[src/rtl/dzwiek_seq.sv]
// Square-wave tone sequencer: holds one table tone or steps through the table with a dwell per tone.
// Define DZW_GAP_EN to insert GAP_CYC silent cycles between sequenced tones.
module dzwiek_seq #(
  parameter int NUM_TONES = 4,
  parameter int IDX_W     = 2,
  parameter int DIV_W     = 20,
  parameter int DUR_W     = 26,
  parameter int GAP_CYC   = 1000
) (
  input  logic             iCLK,
  input  logic             iRST_N,
  input  logic             iEN,
  input  logic             iMODE,
  input  logic [IDX_W-1:0] iSEL,
  input  logic [DUR_W-1:0] iDWELL,
  input  logic             iWR,
  input  logic [IDX_W-1:0] iWADDR,
  input  logic [DIV_W-1:0] iWDATA,
  output logic             oSOUND,
  output logic [IDX_W-1:0] oIDX,
  output logic             oSTEP
);

`ifdef DZW_GAP_EN
  localparam bit GAP_ON = (GAP_CYC > 0);
`else
  localparam bit GAP_ON = 1'b0;
`endif
  localparam int GAP_W = (GAP_CYC > 1) ? $clog2(GAP_CYC) : 1;

  typedef enum logic [1:0] {S_IDLE, S_PLAY, S_GAP} state_t;

  state_t           r_state, w_nstate;
  logic [DIV_W-1:0] r_tab [NUM_TONES];
  logic [DIV_W-1:0] r_hact, r_hcnt, w_hnew;
  logic [DUR_W-1:0] r_dcnt;
  logic [GAP_W-1:0] r_gcnt;
  logic [IDX_W-1:0] r_idx, w_nidx;
  logic             r_sound, r_step;
  logic             w_start, w_dterm, w_gend, w_hwrap;

  assign w_dterm = (iDWELL != '0) && (r_dcnt == iDWELL - DUR_W'(1));
  assign w_gend  = (r_gcnt == GAP_W'(GAP_CYC - 1));
  assign w_hwrap = (r_hcnt == r_hact - DIV_W'(1));
  // A write landing on the entry being latched wins over the stored value.
  assign w_hnew  = (iWR && (iWADDR == w_nidx)) ? iWDATA : r_tab[w_nidx];

  always_comb begin
    w_nstate = r_state;
    w_start  = 1'b0;
    w_nidx   = r_idx;
    case (r_state)
      S_IDLE: begin
        if (iEN) begin
          w_start = 1'b1;
          w_nidx  = iMODE ? '0 : iSEL;
        end
      end
      S_PLAY: begin
        if (!iEN) begin
          w_nstate = S_IDLE;
        end else if (!iMODE) begin
          if (iSEL != r_idx) begin
            w_start = 1'b1;
            w_nidx  = iSEL;
          end
        end else if (w_dterm) begin
          if (GAP_ON) begin
            w_nstate = S_GAP;
          end else begin
            w_start = 1'b1;
            w_nidx  = r_idx + 1'b1;
          end
        end
      end
      S_GAP: begin
        if (!iEN) begin
          w_nstate = S_IDLE;
        end else if (!iMODE) begin
          w_start = 1'b1;
          w_nidx  = iSEL;
        end else if (w_gend) begin
          w_start = 1'b1;
          w_nidx  = r_idx + 1'b1;
        end
      end
      default: w_nstate = S_IDLE;
    endcase
    if (w_start) w_nstate = S_PLAY;
  end

  always_ff @(posedge iCLK or negedge iRST_N) begin
    if (!iRST_N) begin
      r_state <= S_IDLE;
      r_idx   <= '0;
      r_hact  <= '0;
      r_hcnt  <= '0;
      r_dcnt  <= '0;
      r_gcnt  <= '0;
      r_sound <= 1'b0;
      r_step  <= 1'b0;
      for (int i = 0; i < NUM_TONES; i++) r_tab[i] <= '0;
    end else begin
      r_state <= w_nstate;
      r_step  <= w_start;
      if (iWR) r_tab[iWADDR] <= iWDATA;
      r_gcnt <= ((r_state == S_GAP) && (w_nstate == S_GAP)) ? r_gcnt + 1'b1 : '0;
      if ((w_nstate != S_PLAY) || w_start) begin
        r_hcnt  <= '0;
        r_dcnt  <= '0;
        r_sound <= 1'b0;
        if (w_start) begin
          r_idx  <= w_nidx;
          r_hact <= w_hnew;
        end else if (w_nstate == S_IDLE) begin
          r_idx <= '0;
        end
      end else begin
        // Zero half-period means a silent tone with the counter parked.
        if (r_hact == '0) begin
          r_hcnt  <= '0;
          r_sound <= 1'b0;
        end else if (w_hwrap) begin
          r_hcnt  <= '0;
          r_sound <= ~r_sound;
        end else begin
          r_hcnt <= r_hcnt + 1'b1;
        end
        r_dcnt <= iMODE ? r_dcnt + 1'b1 : '0;
      end
    end
  end

  assign oSOUND = r_sound;
  assign oIDX   = r_idx;
  assign oSTEP  = r_step;

endmodule

[config.mk]
export PLATFORM = sky130hd
export DESIGN_NAME = dzwiek_seq
export DESIGN_NICKNAME = d
export VERILOG_FILES = /design/src/rtl/dzwiek_seq.sv
export SDC_FILE = /design/constraint.sdc
export NUM_CORES = 1
export LEC_CHECK = 0
export CAP_MARGIN = 10
export CORE_MARGIN = 4
export CORE_UTILIZATION = 30
export DETAILED_ROUTE_END_ITERATION = 10
export GPL_ROUTABILITY_DRIVEN = 0
export PLACE_DENSITY = 0.56
export RECOVER_POWER = 25
export SLEW_MARGIN = 20
export SYNTH_ARGS = -nofsm -noshare
export SYNTH_HDL_FRONTEND = slang
export SYNTH_SLANG_ARGS = --single-unit
[constraint.sdc]
create_clock -name iCLK -period 5.45 [get_ports iCLK]
set_clock_uncertainty 0.05 [all_clocks]
set_input_delay 0.8175 -clock iCLK [delete_from_list [all_inputs] [get_ports iCLK]]
set_output_delay 0.8175 -clock iCLK [all_outputs]
set_load 0.02 [all_outputs]
==> Yosys cells after proc, flatten, opt, wreduce, memory -nomap -nowiden <==
Index checks and enable logic that the tools add are counted.
W data, S select, Z words.
{ "totals": {"regBits": 162, "inputBits": 55, "out_inout_bits": 4, "wordCells": 87} }
{ "classes": {"add_sub_neg": 6, "n_lt_le_gt_ge": 3, "eq_ne": 9, "n_mux": 40, "n_bitwise": 3, "n_reduce_logical": 14} }
{ "ops": {"columns": ["op", "n"], "rows": [
  ["$mux W20", 7],
  ["$bwmux W80", 1],
  ["$mux W26", 2],
  ["$bmux W20 S2", 1],
  ["$demux W20 S2", 1],
  ["$add A26 B1 Y26 const B", 1],
  ["$eq A26 B26 Y1", 1],
  ["$mux W2", 13],
  ["$reduce_bool A26 Y1", 1],
  ["$sub A26 B1 Y26 const B", 1],
  ["$add A20 B1 Y20 const B", 1],
  ["$eq A20 B20 Y1", 1],
  ["$logic_not A20 Y1", 1],
  ["$sub A20 B1 Y20 const B", 1],
  ["$mux W1", 11],
  ["$add A10 B1 Y10 const B", 1],
  ["$eq A10 B10 Y1 const B", 1],
  ["$mux W10", 1],
  ["$ge A3 B3 Y1 const B", 2],
  ["$not A2 Y3", 2],
  ["$pmux W2 S3", 1],
  ["$eq A2 B2 Y1 const B", 2],
  ["$logic_and A1 B1 Y1", 4],
  ["$logic_not A2 Y1", 2],
  ["other kinds (14)", 15]
]} }

==> Depth between registers and ports, before layout <==
{ "depth": {"depth_word": 12, "mapped_depth": 14, "ltp_nobuf": 13} }

==> Worst setup path before layout <==
OpenSTA, ideal clock, no wires.
{ "synth_path": {"kind": "input to register", "startpoint": "input iDWELL[17]", "endpoint": "register r_hact[18]", "setup_ps": 76, "arrival_time_ps": 4032, "t_required_ps": 5324, "path_slack_ps": 1292, "path_stages": 11, "n_path_buf": 1, "cell_sequence": "or4_4 -> or3_1 -> or4_1 -> o2111a_1 -> nor3_4 -> and3_1 -> mux2i_1 -> nor2_1 -> clkbuf_1 -> mux2_2 -> o21ai_1"} }
{ "synth_via": {"elab_chain_len": 12, "word_cells_on_any_way": 23, "cone_classes": "add/sub: 1; eq/ne: 3; mux: 13; bitwise: 1; reduce/logical: 5"} }
{ "synth_rtl": {"columns": ["item", "line_no", "source"], "rows": [
  ["start: declaration", "15", "input logic [DUR_W-1:0] iDWELL,"],
  ["$sub A26 B1 Y26", "42", "assign w_dterm = (iDWELL != '0) && (r_dcnt == iDWELL - DUR_W'(1));"],
  ["$eq A26 B26 Y1", "42", null],
  ["$logic_and A1 B1 Y1 (*)", "42", null],
  ["$mux W2", "67", "end else if (w_dterm) begin"],
  ["$mux W2", "62", "end else if (!iMODE) begin"],
  ["$mux W2", "60", "if (!iEN) begin"],
  ["$pmux W2 S3", "52", "case (r_state)"],
  ["$not A2 Y3 (not written as such)", "46", "assign w_hnew = (iWR && (iWADDR == w_nidx)) ? iWDATA : r_tab[w_nidx];"],
  ["$bmux W20 S2", "46", null],
  ["$mux W20 (not written as such) (2 in series)", "46", null],
  ["$mux W20", "46", null],
  ["end signal: assignment", "114", "r_hact <= w_hnew;"],
  ["end: declaration", "35", "logic [DIV_W-1:0] r_hact, r_hcnt, w_hnew;"]
]} }
Every way passes the cells marked *; elsewhere a longest branch is shown, timed or not. The select of a mux whose other input is x is not followed.
A chain may end at the register's enable or synchronous reset.

==> Final worst setup path <==
{ "layout_path": {"startpoint": "input iDWELL[18]", "endpoint": "register r_hact[14]"} }
Same word-level chain as after synthesis.

==> impl_results.md <==
- FP Rows: 64
- CP max FO: 20
- Power Dens Cells: 376.3 nW/µm²
- Slowest cell on the critical path: or4_4
- Final setup violation count: 0
- Inst Count DP: 1,355
- Synthesis-stage register bit count: 162
- Critical Path Max Stage Delay: 590 ps
- Number of buffers and inverters on the critical path: 2
- Adder and majority cell fraction of the synthesized area: 0.01446
- Synth cell types: 59
- Status: finished with violations
- Achievable frequency: 213.2 MHz
- Compound-Gate Fraction of Synth Area: 0.08453
- Worst slew margin: -1.645
- Max-slew violation count: 74
- Syn_area_per_cell: 10.30 µm²
- DR WL/cell: 16.22 µm
- GRT Overall Usage: 0.1329
- Clock transition at path regs: 70 ps
- Number of global-route vias before repair: 7,099
- Fin util: 0.3619
- Synthesized area: 9518 µm²
- Layout cells sized above 1: 0.1746
- CORE AREA: 30,910 µm²
- RSZ-0062 raised after global routing: false
- Clk sinks: 162
- M3 GR Usage: 0.02638
- Worst setup SP type: primary input
- PostCTS Resize Cnt: 0
- Max VDD drop: 0.1864 mV
- Area leader, netlist: dfrtp_1
- Worst Hold Class: register to register
- Overall power: 4.210 mW
- Synth Area in Simple Gates: 0.1788
- Combinational family with the most area after synthesis: simple AND/OR/NAND/NOR gates
- Initial antenna violation count: 0
- Critical path type: primary input to register
- Mux share of post-synthesis cell area: 0.1637
- Register area share after synthesis: 0.4259
- Die width: 186.1 µm
- Setup bufs post-CTS: 0
- Crit share post-route: 0.8607
- Place WS: 341.3 ps
- Die Footprint: 34,640 µm²
- Max cap viols: 1
- Crit path cell chain: clkdlybuf4s50_1, or4_4, or3_1, or4_1, o2111a_1, nor3_4, nand4_1, a211oi_4, mux2i_2, buf_4, a41oi_1, o21ai_1
- Routed WL: 22,490 µm
- Final setup margin: 759.3 ps
- PortBufs: 58
- First-pass GRT wire length: 37,350 µm
- Routed vias/inst: 5.174
- Yosys Warn Count: 0
- Starting Density: 0.3079
- Clock buffer depth: 2
- Final critical-path required period: 4691 ps
- Fin Hold WS: 450.4 ps
- Total clock buffers created by CTS: 17
- Post-DP HPWL: 15,870 µm
- Root Buffer: clkbuf_16
- Met2 Track Usage GR: 0.2008
- Synth top area cells: dfrtp_1 (43%), mux2_2 (12%), xnor2_1 (5.9%), xor2_1 (4.6%), mux2i_1 (4.4%)
- Crit. End Element: register
- Final nets: 1,044
- Critical Path RT: 5750 ps
- Syn Inst Count: 924
- Detailed Routing Iterations Pass 1: 5
- CTS H-tree depth: 4
- Largest net degree at the start of global routing: 74
- Ys flop type: dfrtp_1
- XOR/XNOR Fraction of Synth Area: 0.1049
- Die Ht: 186.1 µm
- Arr. time, crit path: 4990 ps
- GR peak layer: met2
- Hold Violations, Final: 0
- Lkg Pwr: 4.352 nW
- Worst slew pin tran: 3968 ps
- Post-placement cell area: 10,590 µm²
- Failing checks: capacitance limit, slew limit
- GR met1 Demand/Resource: 0.1950
- Post-synth EDFFs: 0
- Finished layout cell area: 11,190 µm²
- Post-route DRC: 0
- FFs w/ async S/R, synth: 1.000
- Grt ovf: 0
- Routed Antenna Nets: 0
- Cell Count, Final, Fillers Out: 1,387
- Worst-Skew Late Latency: 430 ps
- CTS Hold Bufs: 0
- Antenna cells: 0
- Final setup TNS: 0 ps
- Drt first-iter violations: 408
- Vias: 7,177
- # IOs: 59
- Critical path's top delay family: simple AND/OR/NAND/NOR gates
- Area share of the largest cell type after synthesis: 0.4259
- Synth Net Count: 990
- CTS tree: built
- Area growth, synth to finish: 17.54%
cell usage in the layout, fill, tap and decap left out, drive strengths merged, types with 24 or more instances in the layout:
| master | netlist | layout |
|---|---|---|
| nand3 | 27 | 27 |
| clkdlybuf4s50 | 0 | 57 |
| nor2 | 96 | 96 |
| mux2 | 101 | 101 |
| dfrtp | 162 | 162 |
| nand2 | 34 | 34 |
| xnor2 | 64 | 64 |
| mux2i | 42 | 42 |
| xor2 | 50 | 50 |
| o21ai | 31 | 31 |
| inv | 16 | 24 |
path summary, 6_finish.rpt:
| check | start | endpoint | slack (ps) | cells after the start |
|---|---|---|---|---|
| worst max register to register | r_hact[3] | r_hcnt[6] | 1630 | 10 |
| worst min-delay path | r_gcnt[0] | r_gcnt[0] | 450 | 1 |
| worst max-delay path | iDWELL[18] | r_hact[14] | 760 | 12 |
| worst min register to register | r_gcnt[0] | r_gcnt[0] | 450 | 1 |
| min in group asynchronous | iRST_N | r_tab[66] | 1720 | 1 |
| max in group asynchronous | iRST_N | r_tab[15] | 1400 | 2 |
worst reg2reg max path: stages, from the launching register on:
cell	delay [ps]
dfrtp_1	480
or4_1	610
nor4_1	820
nand3_1	250
or3b_2	500
a31oi_1	170
a21oi_1	90
a211o_1	310
nand3_1	110
buf_4	240
nor2_1	80
routing by layer:
layer	routed length, µm	up-vias	share of wire
met5	0	-	0
met4	250	0	0.011
met3	808	17	0.036
met2	9977	127	0.44
met1	11460	3578	0.51
li1	-	3455	-
flip-flops by register name (all words and copies together), names as in the netlist:
name,cells
oSTEP,1
r_dcnt,26
r_hact,20
r_hcnt,20
oSOUND,1
r_tab,80
oIDX,2
r_state,2
r_gcnt,10
cells in the mapped netlist (all sizes together) (18+ instances only):
cell / instances
a21oi: 23
a41oi: 21
clkbuf: 35
dfrtp: 162
mux2: 101
mux2i: 42
nand2: 34
nand3: 27
nand4: 22
nor2: 96
nor3: 18
nor3b: 21
nor4: 21
o21ai: 31
xnor2: 64
xor2: 50
area by class of cell:
type / count / area, µm²
timing repair buffer: 80 / 764.5
sequential: 162 / 4054
inverter: 16 / 60.06
fill: 3139 / 19720
tap: 396 / 495.5
clock buffer: 17 / 425.4
clock inverter: 15 / 178.9
multi-input combinational: 701 / 5209
power by group:
group | switching, mW | leakage, nW | internal [mW]
Sequential | 0.210 | 2.06 | 1.40
Combinational | 0.707 | 2.00 | 0.683
Clock | 0.585 | 0.295 | 0.623
kinds of logic after synthesis:
group,after synthesis
AO/OA/AOI/OAI,118
XOR/XNOR,114
adder cells (fa/ha/maj),11
buffers and inverters,61
flip-flops,162
multiplexers,143
AND/OR/NAND/NOR,315
No activity file was read; power rests on OpenSTA's default activity.
